File: src/rtl/decode_pkg.sv
// decode_pkg: opcodes, function codes, instruction IDs and immediate formats
// shared by the decode stage and its combinational decoder.
package decode_pkg;

    // Major opcodes (instr[6:0])
    localparam logic [6:0] OPC_LOAD     = 7'b0000011;
    localparam logic [6:0] OPC_MISC_MEM = 7'b0001111;
    localparam logic [6:0] OPC_OP_IMM   = 7'b0010011;
    localparam logic [6:0] OPC_AUIPC    = 7'b0010111;
    localparam logic [6:0] OPC_OP_IMM32 = 7'b0011011;
    localparam logic [6:0] OPC_STORE    = 7'b0100011;
    localparam logic [6:0] OPC_OP       = 7'b0110011;
    localparam logic [6:0] OPC_LUI      = 7'b0110111;
    localparam logic [6:0] OPC_OP_32    = 7'b0111011;
    localparam logic [6:0] OPC_BRANCH   = 7'b1100011;
    localparam logic [6:0] OPC_JALR     = 7'b1100111;
    localparam logic [6:0] OPC_JAL      = 7'b1101111;
    localparam logic [6:0] OPC_SYSTEM   = 7'b1110011;

    // func7 patterns
    localparam logic [6:0] F7_BASE   = 7'b0000000;
    localparam logic [6:0] F7_ALT    = 7'b0100000;
    localparam logic [6:0] F7_MULDIV = 7'b0000001;

    // Frequently used func3 values
    localparam logic [2:0] F3_ZERO = 3'b000;
    localparam logic [2:0] F3_SLL  = 3'b001;
    localparam logic [2:0] F3_SR   = 3'b101;

    // The only legal func3=000 SYSTEM words
    localparam logic [31:0] INSTR_ECALL  = 32'h0000_0073;
    localparam logic [31:0] INSTR_EBREAK = 32'h0010_0073;

    // Minimum instr_id width that holds every ID below
    localparam int unsigned ID_W_MIN = 7;

    typedef enum logic [ID_W_MIN-1:0] {
        ID_INVALID = 7'd0,
        ID_LUI, ID_AUIPC, ID_JAL, ID_JALR,
        ID_BEQ, ID_BNE, ID_BLT, ID_BGE, ID_BLTU, ID_BGEU,
        ID_LB, ID_LH, ID_LW, ID_LBU, ID_LHU,
        ID_SB, ID_SH, ID_SW,
        ID_ADDI, ID_SLTI, ID_SLTIU, ID_XORI, ID_ORI, ID_ANDI,
        ID_SLLI, ID_SRLI, ID_SRAI,
        ID_ADD, ID_SUB, ID_SLL, ID_SLT, ID_SLTU, ID_XOR, ID_SRL, ID_SRA, ID_OR, ID_AND,
        ID_FENCE, ID_ECALL, ID_EBREAK,
        ID_CSRRW, ID_CSRRS, ID_CSRRC, ID_CSRRWI, ID_CSRRSI, ID_CSRRCI,
        ID_LD, ID_LWU, ID_SD,
        ID_ADDIW, ID_SLLIW, ID_SRLIW, ID_SRAIW,
        ID_ADDW, ID_SUBW, ID_SLLW, ID_SRLW, ID_SRAW,
        ID_MUL, ID_MULH, ID_MULHSU, ID_MULHU, ID_DIV, ID_DIVU, ID_REM, ID_REMU,
        ID_MULW, ID_DIVW, ID_DIVUW, ID_REMW, ID_REMUW
    } instr_id_e;

    typedef enum logic [2:0] {
        IMM_NONE, IMM_I, IMM_S, IMM_B, IMM_U, IMM_J
    } imm_fmt_e;

endpackage

File: src/rtl/decode_stage_core.sv
// decode_core: purely combinational RISC-V instruction decoder (RV32I / RV64I).
// Optional M extension decode is enabled by defining DECODE_M_EXT_EN.
module decode_core
    import decode_pkg::*;
#(
    parameter int unsigned XLEN = 32
) (
    input  logic [31:0]     i_instr,
    output logic [4:0]      o_rs1,
    output logic [4:0]      o_rs2,
    output logic [4:0]      o_rd,
    output logic [2:0]      o_func3,
    output logic [6:0]      o_func7,
    output logic [XLEN-1:0] o_imm,
    output logic [5:0]      o_shamt,
    output instr_id_e       o_id,
    output logic            o_illegal,
    output logic            o_uses_rs1,
    output logic            o_uses_rs2,
    output logic            o_writes_rd
);

    localparam bit IS_RV64 = (XLEN == 64);

    logic [6:0]  w_opc;
    logic [2:0]  w_f3;
    logic [6:0]  w_f7;
    logic        w_sh_base;
    logic        w_sh_alt;
    instr_id_e   w_id;
    imm_fmt_e    w_fmt;
    logic        w_rs1_used;
    logic        w_rs2_used;
    logic        w_rd_used;
    logic [31:0] w_imm32;

    assign w_opc = i_instr[6:0];
    assign w_f3  = i_instr[14:12];
    assign w_f7  = i_instr[31:25];

    assign o_rs1   = i_instr[19:15];
    assign o_rs2   = i_instr[24:20];
    assign o_rd    = i_instr[11:7];
    assign o_func3 = w_f3;
    assign o_func7 = w_f7;

    // RV64 immediate shifts carry shamt[5] in instr[25], so only func7[6:1] qualifies them
    assign w_sh_base = IS_RV64 ? (w_f7[6:1] == F7_BASE[6:1]) : (w_f7 == F7_BASE);
    assign w_sh_alt  = IS_RV64 ? (w_f7[6:1] == F7_ALT[6:1])  : (w_f7 == F7_ALT);
    assign o_shamt   = IS_RV64 ? i_instr[25:20] : {1'b0, i_instr[24:20]};

    // Instruction identification, immediate format and operand usage
    always_comb begin
        w_id       = ID_INVALID;
        w_fmt      = IMM_NONE;
        w_rs1_used = 1'b0;
        w_rs2_used = 1'b0;
        w_rd_used  = 1'b0;
        case (w_opc)
            OPC_LUI: begin
                w_id = ID_LUI; w_fmt = IMM_U; w_rd_used = 1'b1;
            end
            OPC_AUIPC: begin
                w_id = ID_AUIPC; w_fmt = IMM_U; w_rd_used = 1'b1;
            end
            OPC_JAL: begin
                w_id = ID_JAL; w_fmt = IMM_J; w_rd_used = 1'b1;
            end
            OPC_JALR: begin
                w_fmt = IMM_I; w_rs1_used = 1'b1; w_rd_used = 1'b1;
                if (w_f3 == F3_ZERO) w_id = ID_JALR;
            end
            OPC_BRANCH: begin
                w_fmt = IMM_B; w_rs1_used = 1'b1; w_rs2_used = 1'b1;
                case (w_f3)
                    3'b000:  w_id = ID_BEQ;
                    3'b001:  w_id = ID_BNE;
                    3'b100:  w_id = ID_BLT;
                    3'b101:  w_id = ID_BGE;
                    3'b110:  w_id = ID_BLTU;
                    3'b111:  w_id = ID_BGEU;
                    default: ;
                endcase
            end
            OPC_LOAD: begin
                w_fmt = IMM_I; w_rs1_used = 1'b1; w_rd_used = 1'b1;
                case (w_f3)
                    3'b000:  w_id = ID_LB;
                    3'b001:  w_id = ID_LH;
                    3'b010:  w_id = ID_LW;
                    3'b011:  if (IS_RV64) w_id = ID_LD;
                    3'b100:  w_id = ID_LBU;
                    3'b101:  w_id = ID_LHU;
                    3'b110:  if (IS_RV64) w_id = ID_LWU;
                    default: ;
                endcase
            end
            OPC_STORE: begin
                w_fmt = IMM_S; w_rs1_used = 1'b1; w_rs2_used = 1'b1;
                case (w_f3)
                    3'b000:  w_id = ID_SB;
                    3'b001:  w_id = ID_SH;
                    3'b010:  w_id = ID_SW;
                    3'b011:  if (IS_RV64) w_id = ID_SD;
                    default: ;
                endcase
            end
            OPC_OP_IMM: begin
                w_fmt = IMM_I; w_rs1_used = 1'b1; w_rd_used = 1'b1;
                case (w_f3)
                    3'b000: w_id = ID_ADDI;
                    3'b010: w_id = ID_SLTI;
                    3'b011: w_id = ID_SLTIU;
                    3'b100: w_id = ID_XORI;
                    3'b110: w_id = ID_ORI;
                    3'b111: w_id = ID_ANDI;
                    3'b001: if (w_sh_base) w_id = ID_SLLI;
                    default: begin
                        if (w_sh_base)     w_id = ID_SRLI;
                        else if (w_sh_alt) w_id = ID_SRAI;
                    end
                endcase
            end
            OPC_OP: begin
                w_rs1_used = 1'b1; w_rs2_used = 1'b1; w_rd_used = 1'b1;
                if (w_f7 == F7_BASE) begin
                    case (w_f3)
                        3'b000:  w_id = ID_ADD;
                        3'b001:  w_id = ID_SLL;
                        3'b010:  w_id = ID_SLT;
                        3'b011:  w_id = ID_SLTU;
                        3'b100:  w_id = ID_XOR;
                        3'b101:  w_id = ID_SRL;
                        3'b110:  w_id = ID_OR;
                        default: w_id = ID_AND;
                    endcase
                end else if (w_f7 == F7_ALT) begin
                    if (w_f3 == F3_ZERO)   w_id = ID_SUB;
                    else if (w_f3 == F3_SR) w_id = ID_SRA;
                end
`ifdef DECODE_M_EXT_EN
                else if (w_f7 == F7_MULDIV) begin
                    case (w_f3)
                        3'b000:  w_id = ID_MUL;
                        3'b001:  w_id = ID_MULH;
                        3'b010:  w_id = ID_MULHSU;
                        3'b011:  w_id = ID_MULHU;
                        3'b100:  w_id = ID_DIV;
                        3'b101:  w_id = ID_DIVU;
                        3'b110:  w_id = ID_REM;
                        default: w_id = ID_REMU;
                    endcase
                end
`endif
            end
            OPC_OP_IMM32: begin
                w_fmt = IMM_I; w_rs1_used = 1'b1; w_rd_used = 1'b1;
                if (IS_RV64) begin
                    if (w_f3 == F3_ZERO)                           w_id = ID_ADDIW;
                    else if (w_f3 == F3_SLL && w_f7 == F7_BASE)    w_id = ID_SLLIW;
                    else if (w_f3 == F3_SR && w_f7 == F7_BASE)     w_id = ID_SRLIW;
                    else if (w_f3 == F3_SR && w_f7 == F7_ALT)      w_id = ID_SRAIW;
                end
            end
            OPC_OP_32: begin
                w_rs1_used = 1'b1; w_rs2_used = 1'b1; w_rd_used = 1'b1;
                if (IS_RV64) begin
                    if (w_f7 == F7_BASE) begin
                        if (w_f3 == F3_ZERO)     w_id = ID_ADDW;
                        else if (w_f3 == F3_SLL) w_id = ID_SLLW;
                        else if (w_f3 == F3_SR)  w_id = ID_SRLW;
                    end else if (w_f7 == F7_ALT) begin
                        if (w_f3 == F3_ZERO)     w_id = ID_SUBW;
                        else if (w_f3 == F3_SR)  w_id = ID_SRAW;
                    end
`ifdef DECODE_M_EXT_EN
                    else if (w_f7 == F7_MULDIV) begin
                        case (w_f3)
                            3'b000:  w_id = ID_MULW;
                            3'b100:  w_id = ID_DIVW;
                            3'b101:  w_id = ID_DIVUW;
                            3'b110:  w_id = ID_REMW;
                            3'b111:  w_id = ID_REMUW;
                            default: ;
                        endcase
                    end
`endif
                end
            end
            OPC_MISC_MEM: begin
                w_fmt = IMM_I;
                if (w_f3 == F3_ZERO) w_id = ID_FENCE;
            end
            OPC_SYSTEM: begin
                w_fmt = IMM_I;
                case (w_f3)
                    3'b000: begin
                        w_fmt = IMM_NONE;
                        if (i_instr == INSTR_ECALL)       w_id = ID_ECALL;
                        else if (i_instr == INSTR_EBREAK) w_id = ID_EBREAK;
                    end
                    3'b001: begin w_id = ID_CSRRW;  w_rs1_used = 1'b1; w_rd_used = 1'b1; end
                    3'b010: begin w_id = ID_CSRRS;  w_rs1_used = 1'b1; w_rd_used = 1'b1; end
                    3'b011: begin w_id = ID_CSRRC;  w_rs1_used = 1'b1; w_rd_used = 1'b1; end
                    3'b101: begin w_id = ID_CSRRWI; w_rd_used = 1'b1; end
                    3'b110: begin w_id = ID_CSRRSI; w_rd_used = 1'b1; end
                    3'b111: begin w_id = ID_CSRRCI; w_rd_used = 1'b1; end
                    default: ;
                endcase
            end
            default: ;
        endcase
        // An unrecognised word carries no operands, no write and no immediate
        if (w_id == ID_INVALID) begin
            w_fmt      = IMM_NONE;
            w_rs1_used = 1'b0;
            w_rs2_used = 1'b0;
            w_rd_used  = 1'b0;
        end
    end

    // Assemble the 32-bit immediate; all formats take their sign from instr[31]
    always_comb begin
        case (w_fmt)
            IMM_I:   w_imm32 = {{20{i_instr[31]}}, i_instr[31:20]};
            IMM_S:   w_imm32 = {{20{i_instr[31]}}, i_instr[31:25], i_instr[11:7]};
            IMM_B:   w_imm32 = {{19{i_instr[31]}}, i_instr[31], i_instr[7], i_instr[30:25],
                                i_instr[11:8], 1'b0};
            IMM_U:   w_imm32 = {i_instr[31:12], 12'b0};
            IMM_J:   w_imm32 = {{11{i_instr[31]}}, i_instr[31], i_instr[19:12], i_instr[20],
                                i_instr[30:21], 1'b0};
            default: w_imm32 = 32'b0;
        endcase
    end

    assign o_imm       = XLEN'($signed(w_imm32));
    assign o_id        = w_id;
    assign o_illegal   = (w_id == ID_INVALID);
    assign o_uses_rs1  = w_rs1_used;
    assign o_uses_rs2  = w_rs2_used;
    assign o_writes_rd = w_rd_used && (i_instr[11:7] != 5'd0);

endmodule

File: src/rtl/decode_stage.sv
// decode_stage: registered RISC-V decode stage with valid/ready handshake and flush.
// Define DECODE_M_EXT_EN to decode the M extension (handled inside decode_core).
module decode_stage
    import decode_pkg::*;
#(
    parameter int unsigned XLEN = 32,
    parameter int unsigned ID_W = 7
) (
    input  logic            clk,
    input  logic            rst_n,
    input  logic            flush,
    input  logic            in_valid,
    output logic            in_ready,
    input  logic [31:0]     in_instr,
    input  logic [XLEN-1:0] in_pc,
    output logic            out_valid,
    input  logic            out_ready,
    output logic [XLEN-1:0] out_pc,
    output logic [4:0]      rs1,
    output logic [4:0]      rs2,
    output logic [4:0]      rd,
    output logic [2:0]      func3,
    output logic [6:0]      func7,
    output logic [XLEN-1:0] imm,
    output logic [5:0]      shamt,
    output logic [ID_W-1:0] instr_id,
    output logic            illegal,
    output logic            uses_rs1,
    output logic            uses_rs2,
    output logic            writes_rd
);

    if ((XLEN != 32) && (XLEN != 64)) begin : g_bad_xlen
        $error("decode_stage: XLEN must be 32 or 64");
    end
    if (ID_W < ID_W_MIN) begin : g_bad_id_w
        $error("decode_stage: ID_W too small for decode_pkg IDs");
    end

    logic [4:0]      w_rs1;
    logic [4:0]      w_rs2;
    logic [4:0]      w_rd;
    logic [2:0]      w_func3;
    logic [6:0]      w_func7;
    logic [XLEN-1:0] w_imm;
    logic [5:0]      w_shamt;
    instr_id_e       w_id;
    logic            w_illegal;
    logic            w_uses_rs1;
    logic            w_uses_rs2;
    logic            w_writes_rd;
    logic            w_load;

    logic            r_valid;
    logic [XLEN-1:0] r_pc;
    logic [4:0]      r_rs1;
    logic [4:0]      r_rs2;
    logic [4:0]      r_rd;
    logic [2:0]      r_func3;
    logic [6:0]      r_func7;
    logic [XLEN-1:0] r_imm;
    logic [5:0]      r_shamt;
    logic [ID_W-1:0] r_id;
    logic            r_illegal;
    logic            r_uses_rs1;
    logic            r_uses_rs2;
    logic            r_writes_rd;

    decode_core #(
        .XLEN (XLEN)
    ) u_core (
        .i_instr     (in_instr),
        .o_rs1       (w_rs1),
        .o_rs2       (w_rs2),
        .o_rd        (w_rd),
        .o_func3     (w_func3),
        .o_func7     (w_func7),
        .o_imm       (w_imm),
        .o_shamt     (w_shamt),
        .o_id        (w_id),
        .o_illegal   (w_illegal),
        .o_uses_rs1  (w_uses_rs1),
        .o_uses_rs2  (w_uses_rs2),
        .o_writes_rd (w_writes_rd)
    );

    assign in_ready = !r_valid || out_ready;
    // Flush wins over an accept presented in the same cycle
    assign w_load   = in_valid && in_ready && !flush;

    // Valid flag: cleared by flush or by a consume without refill
    always_ff @(posedge clk or negedge rst_n) begin
        if (!rst_n) begin
            r_valid <= 1'b0;
        end else if (flush) begin
            r_valid <= 1'b0;
        end else if (w_load) begin
            r_valid <= 1'b1;
        end else if (out_ready) begin
            r_valid <= 1'b0;
        end
    end

    // Payload: loaded only on accept, otherwise held (stable while stalled)
    always_ff @(posedge clk or negedge rst_n) begin
        if (!rst_n) begin
            r_pc        <= '0;
            r_rs1       <= '0;
            r_rs2       <= '0;
            r_rd        <= '0;
            r_func3     <= '0;
            r_func7     <= '0;
            r_imm       <= '0;
            r_shamt     <= '0;
            r_id        <= '0;
            r_illegal   <= 1'b0;
            r_uses_rs1  <= 1'b0;
            r_uses_rs2  <= 1'b0;
            r_writes_rd <= 1'b0;
        end else if (w_load) begin
            r_pc        <= in_pc;
            r_rs1       <= w_rs1;
            r_rs2       <= w_rs2;
            r_rd        <= w_rd;
            r_func3     <= w_func3;
            r_func7     <= w_func7;
            r_imm       <= w_imm;
            r_shamt     <= w_shamt;
            r_id        <= ID_W'(w_id);
            r_illegal   <= w_illegal;
            r_uses_rs1  <= w_uses_rs1;
            r_uses_rs2  <= w_uses_rs2;
            r_writes_rd <= w_writes_rd;
        end
    end

    assign out_valid = r_valid;
    assign out_pc    = r_pc;
    assign rs1       = r_rs1;
    assign rs2       = r_rs2;
    assign rd        = r_rd;
    assign func3     = r_func3;
    assign func7     = r_func7;
    assign imm       = r_imm;
    assign shamt     = r_shamt;
    assign instr_id  = r_id;
    assign illegal   = r_illegal;
    assign uses_rs1  = r_uses_rs1;
    assign uses_rs2  = r_uses_rs2;
    assign writes_rd = r_writes_rd;

endmodule

File: config.mk
export PLATFORM = sky130hd
export DESIGN_NAME = decode_stage
export DESIGN_NICKNAME = d
export VERILOG_FILES = /design/src/rtl/decode_pkg.sv /design/src/rtl/decode_stage_core.sv /design/src/rtl/decode_stage.sv
export SDC_FILE = /design/constraint.sdc
export NUM_CORES = 1
export LEC_CHECK = 0
export CAP_MARGIN = 20
export CORE_MARGIN = 3
export CORE_UTILIZATION = 50
export DETAILED_ROUTE_END_ITERATION = 8
export GPL_ROUTABILITY_DRIVEN = 0
export PLACE_DENSITY = 0.87
export SYNTH_ARGS = -nofsm -noshare
export SYNTH_HDL_FRONTEND = slang
export SYNTH_SLANG_ARGS = --single-unit
File: constraint.sdc
create_clock -name clk -period 2.8 [get_ports clk]
set_clock_uncertainty 0.2 [all_clocks]
set_input_delay 0.7 -clock clk [delete_from_list [all_inputs] [get_ports clk]]
set_output_delay 0.7 -clock clk [all_outputs]
set_load 0.01 [all_outputs]
==> results.txt <==
Critical Path Sink Type: flop
Number of DRC markers in iteration 0: 1229
Post-route cell area: 8810 um^2
Seq pwr share: 43.8%
Starting density of the core: 52.6%
Post-synthesis adder-cell area fraction: 0%
Mean post-synth cell area: 8.57 um^2
Sw Ratio: 31.2%
Hold Crit Class: input port to async pin
Internal power: 2.61 mW
Pin count of the biggest net entering global routing: 50
Remaining antenna violation count: 0
Slew Limit Fails: 0
Site row count: 36
Multiplexer area fraction after synthesis: 0.405%
Kind of critical path: input port to flop
Core Region: 10000 um^2
Main combinational cell family by area after synthesis: simple AND/OR/NAND/NOR gates
Hold_ws: 0.124 ns
R2R Setup Slk: 0.45 ns
DIE WIDTH: 109 um
Top-count cell post-synth: nand2_1
Share of layout cells above drive strength 1: 29.1%
CP startpoint: in_instr[26]
GRT Total Usage: 40.6%
DR WL/cell: 27.0 um
Failing checks: DRC, setup timing
Post-DP Area: 7790 um^2
Top post-synthesis cells by count: nand2_1 (223), dfrtp_1 (100), nor2_1 (28)
Later-pin clock latency in the skew report: 0.40 ns
Top-area cell type share of the netlist area: 47.6%
Initial DRT Pass Iterations: 9
Max IR drop VDD: 338 uV
Clock Power Share: 26.9%
CTS tree: built
Post-Synth XOR/XNOR Area: 0.333%
Sw Pwr: 1.19 mW
Worst Path Required: 2.88 ns
Critical Path Source Type: input port
Setup violators final: 36
Fin Setup TNS: -10.77 ns
Combinational share of power: 29.2%
Compound-cell area share of the yosys netlist: 17.8%
Slew HR: 48.9%
Worst Path Max Fanout: 6
Worst-Margin Slew: 0.765 ns
Pre-CTS setup slack: -1.48 ns
Vias in the first global route: 6612
Number of synthesized register bits: 100
Layout Nets: 960
Worst Reg-to-Reg Cells: 7
Sequential share of the synthesized area: 47.6%
Io pins: 177
DP Wirelength: 13900 um
Antenna violations before repair: 1
Gr ovfl total: 0
Pwr Density: 431 nW/um^2
Routed WL: 27700 um
RSZ-0062 raised after global routing: true
# H-tree levels: 3
Achievable Freq: 0.316 GHz
Max-cap violations: 0
Ys async rst share: 100%
Vias: 7069
# clock sinks: 100
Leakage power figure: 3.89 nW
Die Ht: 109 um
Worst r2r src: out_valid
Number of synthesized flops with an enable pin: 0
Worst EP arrival: 3.25 ns
Area growth from synthesis to layout: 67.7%
Via density: 6.88
Finished Core Util: 88.2%
Synth top area cells: dfrtp_1 (48%), nand2_1 (16%), a22oi_2 (2.4%), buf_4 (2.1%), nor2_1 (2.0%)
Die area: 11800 um^2
Final period utilization: 113%
Tmin final: 3.17 ns
Clock buffer depth: 2
DRC: 78
Non-filler instance count after layout: 1027
Distinct cells, synth: 66
R2R Path End: imm[30]
Worst setup margin: -0.369 ns
Yosys top cell by area: dfrtp_1
Warnings, synthesis: 0
Status: finished with violations
Inst Count DP: 967
Post-Synthesis Cells: 613
Mapped Area: 5260 um^2
TritonCTS buffer count: 9
Ys flop type: dfrtp_1
Total power: 3.80 mW
Port-buffer cells: 174
First-pass GRT wire length: 36000 um
Reg clk slew, reported paths: 0.10 ns
Simple-gate share of the synthesized area: 28.3%
Hold bufs inserted after CTS: 0
CTS root buf: clkbuf_8
Fin. Hold Viols: 0
-- worst max-delay path: stages --
cell and delay [ns]:
buf_8 0.08, nor4_4 0.04, buf_4 0.16, buf_6 0.14
a31oi_4 0.20, o32ai_2 0.12, nor4_2 0.40, or4b_4 0.59
buf_6 0.15, o31ai_4 0.33, clkbuf_16 0.24, a22oi_2 0.07
-- final cells by class --
type                    instances  area [um^2]
clock buffers                   9          124
diodes                          1         2.50
fillers                       390         1180
repair buffers                318         3060
well taps                     133          166
flip-flops and latches        100         2500
multi-input cells             458         2860
inverters                       4         18.8
clock inverters                 4         76.3
-- cells in the final DEF, fill, tap and decap left out, types with 5 or more instances in the layout --
cell,synthesis,final
dfrtp_1,100,100
a21boi_0,8,8
a22oi_2,10,19
buf_8,0,5
a221oi_1,11,11
buf_4,15,114
buf_6,1,16
a2bb2oi_1,5,5
nand2_1,223,220
a21oi_1,20,17
dlygate4sd2_1,0,7
nor2b_1,9,8
nand2b_1,6,6
nor2_1,28,25
a31oi_1,8,5
o21ai_0,21,13
buf_12,0,12
clkdlybuf4s50_1,0,144
clkbuf_8,0,9
o21ai_2,0,7
o31ai_4,1,5
nor3_1,10,10
buf_2,11,9
nand3_1,9,6
-- logic make-up (layout without fill, tap and decap cells) --
kind of cell / count (synthesis) / count (layout)
AO/OA/AOI/OAI: 124 / 125
XOR/XNOR: 2 / 2
buffers and inverters: 57 / 335
flip-flops: 100 / 100
multiplexers: 2 / 2
other: 1 / 3
AND/OR/NAND/NOR: 327 / 327
-- sequential cells by signal, indices dropped and copies added, names as in the netlist --
name,flops
out_valid,1
shamt,5
instr_id,6
uses_rs2,1
func3,3
imm,32
uses_rs1,1
illegal,1
out_pc,32
rd,5
rs1,5
writes_rd,1
func7,7
-- power groups by stage --
stage,Sequential (mW),Combinational (mW),Clock (mW)
after floorplan,1.73,0.287,0
after global placement,1.67,0.910,0
after detailed placement,1.68,0.941,0
after CTS,1.65,1.00,0.981
after global routing,1.67,1.16,1.07
final,1.67,1.11,1.02
-- metal layers --
metal | GRT usage, % | routed length [um] | vias up
met3 | 12.2 | 4120 | 363
met2 | 66.5 | 12100 | 838
li1 | - | - | 2667
met5 | 0 | 0 | -
met4 | 29.7 | 3120 | 0
met1 | 44.6 | 8330 | 3201
-- repair_timing --
action / CTS / global route
cloned: 5 / 1
setup buffers: 30 / 15
pin swaps: 27 / 22
setup endpoints to repair: 41 / 38
gates resized for setup: 151 / 49
-- how the worst max path moves through the flow --
stage	slack, ns	cells past startpoint	end
detailed placement	-1.48	9	imm[15]
CTS	-0.06	12	imm[23]
finish	-0.37	12	imm[13]
global placement	-1.29	9	imm[16]
floorplan	-0.15	9	imm[12]
global route	-0.54	11	imm[19]
Power figures use the tool's default switching activity.
